[src/rtl/id_exe_reg.sv]
// ID->EXE pipeline register for the 5-stage ARM core.
// Captures the decoded control, operands, immediates and source tags from ID
// each cycle. freeze holds all contents. flush inserts a bubble. A saturating
// counter records how many bubbles have been captured since reset.
//
// Valid semantics: exe_valid is the registered copy of valid_in. It is 1 only
// when the EXE stage holds a real instruction. No ready signal exists: a
// downstream stall is signalled by freeze, which holds everything. Whenever
// exe_valid is 0, the control bits (wb_en, mem_r_en, mem_w_en, b, s) are also
// 0, so a bubble can never write or branch.
module id_exe_reg #(
    parameter int BIT_NUMBER   = 32,
    parameter int REG_NUM_BITS = 4,
    parameter int CNT_WIDTH    = 16
) (
    input  logic                    clk,
    input  logic                    rst,
    input  logic                    freeze,
    input  logic                    flush,
    input  logic                    c_in,
    input  logic                    valid_in,
    input  logic                    wb_en,
    input  logic                    mem_r_en,
    input  logic                    mem_w_en,
    input  logic                    b,
    input  logic                    s,
    input  logic                    imm,
    input  logic [REG_NUM_BITS-1:0] exe_cmd,
    input  logic [REG_NUM_BITS-1:0] dest,
    input  logic [REG_NUM_BITS-1:0] src1,
    input  logic [REG_NUM_BITS-1:0] src2,
    input  logic [11:0]             shift_operand,
    input  logic [23:0]             signed_imm_24,
    input  logic [BIT_NUMBER-1:0]   val_rn,
    input  logic [BIT_NUMBER-1:0]   val_rm,
    input  logic [BIT_NUMBER-1:0]   pc_in,
    output logic                    exe_wb_en,
    output logic                    exe_mem_r_en,
    output logic                    exe_mem_w_en,
    output logic                    exe_b,
    output logic                    exe_s,
    output logic                    exe_imm,
    output logic [REG_NUM_BITS-1:0] exe_exe_cmd,
    output logic [REG_NUM_BITS-1:0] exe_dest,
    output logic [REG_NUM_BITS-1:0] exe_src1,
    output logic [REG_NUM_BITS-1:0] exe_src2,
    output logic [11:0]             exe_shift_operand,
    output logic [23:0]             exe_signed_imm_24,
    output logic [BIT_NUMBER-1:0]   exe_val_rn,
    output logic [BIT_NUMBER-1:0]   exe_val_rm,
    output logic [BIT_NUMBER-1:0]   exe_pc,
    output logic                    exe_c,
    output logic                    exe_valid,
    output logic [CNT_WIDTH-1:0]    bubble_cnt
);

    // A bubble is captured on a flush, or on a load while ID has no real
    // instruction. A frozen cycle captures nothing.
    logic bubble;
    assign bubble = flush | (~freeze & ~valid_in);

    // Pipeline register: flush beats freeze, and freeze beats load.
    always_ff @(posedge clk or negedge rst) begin
        if (!rst) begin
            exe_wb_en         <= 1'b0;
            exe_mem_r_en      <= 1'b0;
            exe_mem_w_en      <= 1'b0;
            exe_b             <= 1'b0;
            exe_s             <= 1'b0;
            exe_imm           <= 1'b0;
            exe_exe_cmd       <= '0;
            exe_dest          <= '0;
            exe_src1          <= '0;
            exe_src2          <= '0;
            exe_shift_operand <= '0;
            exe_signed_imm_24 <= '0;
            exe_val_rn        <= '0;
            exe_val_rm        <= '0;
            exe_pc            <= '0;
            exe_c             <= 1'b0;
            exe_valid         <= 1'b0;
        end else if (flush) begin
            exe_wb_en         <= 1'b0;
            exe_mem_r_en      <= 1'b0;
            exe_mem_w_en      <= 1'b0;
            exe_b             <= 1'b0;
            exe_s             <= 1'b0;
            exe_imm           <= 1'b0;
            exe_exe_cmd       <= '0;
            exe_dest          <= '0;
            exe_src1          <= '0;
            exe_src2          <= '0;
            exe_shift_operand <= '0;
            exe_signed_imm_24 <= '0;
            exe_val_rn        <= '0;
            exe_val_rm        <= '0;
            exe_pc            <= '0;
            exe_c             <= 1'b0;
            exe_valid         <= 1'b0;
        end else if (!freeze) begin
            // On a hazard bubble from ID the side-effecting controls are
            // gated off, but the data fields still load.
            exe_wb_en         <= wb_en    & valid_in;
            exe_mem_r_en      <= mem_r_en & valid_in;
            exe_mem_w_en      <= mem_w_en & valid_in;
            exe_b             <= b        & valid_in;
            exe_s             <= s        & valid_in;
            exe_imm           <= imm;
            exe_exe_cmd       <= exe_cmd;
            exe_dest          <= dest;
            exe_src1          <= src1;
            exe_src2          <= src2;
            exe_shift_operand <= shift_operand;
            exe_signed_imm_24 <= signed_imm_24;
            exe_val_rn        <= val_rn;
            exe_val_rm        <= val_rm;
            exe_pc            <= pc_in;
            exe_c             <= c_in;
            exe_valid         <= valid_in;
        end
    end

    // Debug bubble counter: it saturates at all-ones and never wraps.
    always_ff @(posedge clk or negedge rst) begin
        if (!rst) begin
            bubble_cnt <= '0;
        end else if (bubble && (bubble_cnt != {CNT_WIDTH{1'b1}})) begin
            bubble_cnt <= bubble_cnt + 1'b1;
        end
    end

endmodule

[config.mk]
export PLATFORM = sky130hd
export DESIGN_NAME = id_exe_reg
export DESIGN_NICKNAME = d
export VERILOG_FILES = /design/src/rtl/id_exe_reg.sv
export SDC_FILE = /design/constraint.sdc
export NUM_CORES = 1
export LEC_CHECK = 0
export BUFFER_PORTS_ARGS = -buffer_cell sky130_fd_sc_hd__buf_2
export CORE_ASPECT_RATIO = 0.9
export CORE_MARGIN = 1.5
export CORE_UTILIZATION = 38
export CTS_BUF_LIST = sky130_fd_sc_hd__clkbuf_2
export CTS_CLUSTER_SIZE = 20
export DETAILED_ROUTE_END_ITERATION = 16
export GPL_ROUTABILITY_DRIVEN = 0
export PLACE_DENSITY = 0.67
export SLEW_MARGIN = 20
export SYNTH_ARGS = -nofsm -noshare
export SYNTH_HDL_FRONTEND = slang
export SYNTH_SLANG_ARGS = --single-unit
[constraint.sdc]
create_clock -name clk -period 1.67 [get_ports clk]
set_input_delay 0.2505 -clock clk [delete_from_list [all_inputs] [get_ports clk]]
set_output_delay 0.2505 -clock clk [all_outputs]
set_load 0.02 [all_outputs]
==> results.cfg <==
[status]
outcome = finished, final reports clean

[sta]
worst_clock_skew_ns = 0.05066
setup_violations = 0
drv_slew = 0
timing.final.crit_share = 0.9878
timing.fmax_mhz = 606.2
finalSetupTns_ns = 0
rsz0062_at_grt = yes
worst_slew_slack_as_a_fraction_of_its_limit = 0.4001
worst-slew-pin-transition_ns = 0.8998
hold_viol = 0
setup_ws_ns = 0.02035
timing.final.crit_period_ns = 1.650

[critical_path]
critical_path.endpoint_type = register
timing.critical_path.from = freeze
timing.setup.critical_path_class = primary input to register
crit_path_max_fanout = 47
crit_arrival_ns = 2.34
critPathMaxStageDelay_ns = 0.60
critical_path_required_ns = 2.36
path_cells = dlygate4sd3_1 -> clkbuf_8 -> buf_12 -> nor2b_2 -> a22oi_1 -> dlygate4sd3_1 -> nor2_1
timing.critical_path.slowest_stage_cell = dlygate4sd3_1
crit_path_frequent_cell = dlygate4sd3_1
timing.critical_path.from_type = primary input
rr_startpoint = bubble_cnt[0]

[synth]
post_synth_xor_area_fraction = 0.01731
synth.distinct_cells = 30
syn_inst = 577
post_synth.cell_area_avg_sq_um = 12.27
syn_nets = 738
syn_area_sq_um = 7082
synth-warning-count = 0
largest_family_of_logic_cells_by_synthesized_area = multiplexers
share_of_synthesized_cell_area_in_and_or_nand_and_nor_gates = 0.1164
synthDominantCellAreaShare = 0.6078
synth.most_common_cell = dfrtp_1
yosysSeqAreaShare = 0.6078
ys_ff_latch = 172
synth-edff-count = 0
compound_gate_fraction_of_synth_area = 0.01466
synth.top_cells.by_area = dfrtp_1, mux2i_1, nor2_1
yosysTopAreaCell = dfrtp_1
most_used_standard_cells_in_the_synthesized_netlist = dfrtp_1, nor2_1, mux2i_1, clkbuf_1, buf_4
synth-adder-area-share = 0.001767
dominantRegCellSynth = dfrtp_1
share_of_synthesized_flip_flops_with_an_asynchronous_set_or_reset = 1.000
yosys-mux-area-fraction = 0.2136

[floorplan]
total_die_area_sq_um = 19470
start_util = 0.3860
floorplan.rows = 47
die_h_um = 132.5
top_level_ports = 332
die_w_um = 146.9
coreArea_sq_um = 18350

[final_layout]
register_area_sq_um = 4315
fin_nets = 1319
synthToLayoutAreaGrowth_pct = 79.98
fin_cells = 1416
antenna_cells = 0
final_layout_size_suffix_gt1_frac = 0.4091
fillCellCount = 1202
multi_input_gate_area_in_the_final_layout_sq_um = 2601

[power]
p_leak_nw = 6.677
ir_drop_v = 0.0005522
design_power_total_mw = 9.796
power.density_cell_area_nw_per_um2 = 768.5

[clock_network]
clock_tree_from_tritoncts = done
cts.path.max_buffers = 2
clkSlewWorstSetupHoldPaths_ns = 0.27
cts_buffers = 17
h-tree-depth = 4
ctsRootBufferMaster = clkbuf_2
number_of_sinks_handled_by_clock_tree_synthesis = 172
clk_latency_ns = 0.75

[drt]
drt_first_pass_iters = 4
routed_via_density = 4.806
routed_wl_mm = 25.54
detail_route.drc_violations = 0
detailroute.via_count = 6806
drt_iter0_drc = 311
route.antenna.remaining_nets = 0
detail_route.wl_per_cell_um = 18.04

[job]
drv_cap = 0

[placed_design]
place_worst_setup_slack_ns = 0.1245
detailedPlacementHpwl_mm = 12.66
portBuffers = 331
place_inst = 1137

[grt]
antenna_found_initial = 0
gr-usage-all-layers = 0.2340
vias_in_the_first_global_route = 7021
grt_pass1_wl_mm = 36.09
global_route_total_overflow = 0
grt_max_degree = 157

[hold_path]
hold_path.startpoint = flush
hold_path.class = primary input to register
==> cell families (layout without fill, tap and decap cells) <==
group	Yosys count	in the layout
XOR/XNOR	14	14
buffers and inverters	37	631
multiplexers	151	151
AO/OA/AOI/OAI	12	12
adder cells (fa/ha/maj)	1	1
AND/OR/NAND/NOR	190	190
flip-flops	172	172
==> repair_timing <==
| item | in CTS | in global routing |
|---|---|---|
| setup buffers | 25 | 49 |
| endpoints found under the hold margin | 337 | 0 |
| hold buffers | 175 | 0 |
| pin swaps | 0 | 3 |
| setup endpoints to repair | 77 | 186 |
| gates resized for setup | 152 | 210 |
==> worst max-delay path, delay by kind of cell <==
kind                   cells  cell delay [ns]
buffers and inverters      4             1.52
AND/OR/NAND/NOR            2             0.42
AO/OA/AOI/OAI              1             0.14
==> sequential cells by signal (all words and copies together) (netlist names), 4 cells and up <==
register / flops
exe_dest: 4
exe_exe_cmd: 4
exe_src2: 4
exe_shift_operand: 12
exe_src1: 4
exe_val_rm: 32
exe_signed_imm_24: 24
bubble_cnt: 16
exe_pc: 32
exe_val_rn: 32
==> metrics by stage <==
stage	hold slack, ns	cell area, sq um	utilization
2_1_floorplan	-0.04509	7082	-
3_3_place_gp	0.2314	9119	0.4970
3_5_place_dp	0.2307	9119	0.4970
4_1_cts	0.02822	11740	0.6398
5_1_grt	0.01847	12750	0.6947
6_report	0.01549	12750	0.6947
==> area by class of cell <==
cell class                 count  area share
tap                          245     0.02405
sequential                   172      0.3386
clock inverter                14     0.01090
clock buffer                  18    0.007068
multi-input combinational    368      0.2041
timing repair buffer         599      0.4153
==> routing by layer <==
metal,global-route usage,vias up,routed length (um)
met4,0.08778,0,1005
met5,0,-,0
li1,-,3102,-
met3,0.06931,78,1667
met2,0.4138,302,13380
met1,0.2672,3324,9485
==> placed cells by master, fill, tap and decap left out, types with 3 or more instances in the layout <==
cell type,instances
xor2_1,4
nand4_1,9
nor2_1,158
buf_4,85
nand2_1,6
buf_6,172
dlygate4sd3_1,174
clkinv_4,5
dfrtp_2,9
mux2i_1,150
inv_8,3
dfrtp_1,163
buf_12,8
clkbuf_2,18
a22oi_1,5
xnor2_1,10
buf_2,158
a21oi_1,4
==> path summary, 6_finish.rpt <==
| kind | end | slack [ns] | depth (start not counted) |
|---|---|---|---|
| max | exe_wb_en | 0.02 | 7 |
| min | exe_val_rn[30] | 0.02 | 3 |
| max reg2reg | bubble_cnt[1] | 0.06 | 6 |
| min reg2reg | exe_val_rm[24] | 0.58 | 2 |
| max in group asynchronous | bubble_cnt[12] | 0.54 | 4 |
| min in group asynchronous | exe_signed_imm_24[6] | 0.49 | 3 |
==> power breakdown <==
part	total (mW)	switching [mW]	internal, mW
combinational	2.89	1.34	1.55
sequential	4.73	0.254	4.47
clock	2.17	1.59	0.582
(Power assumes the default switching activity.)
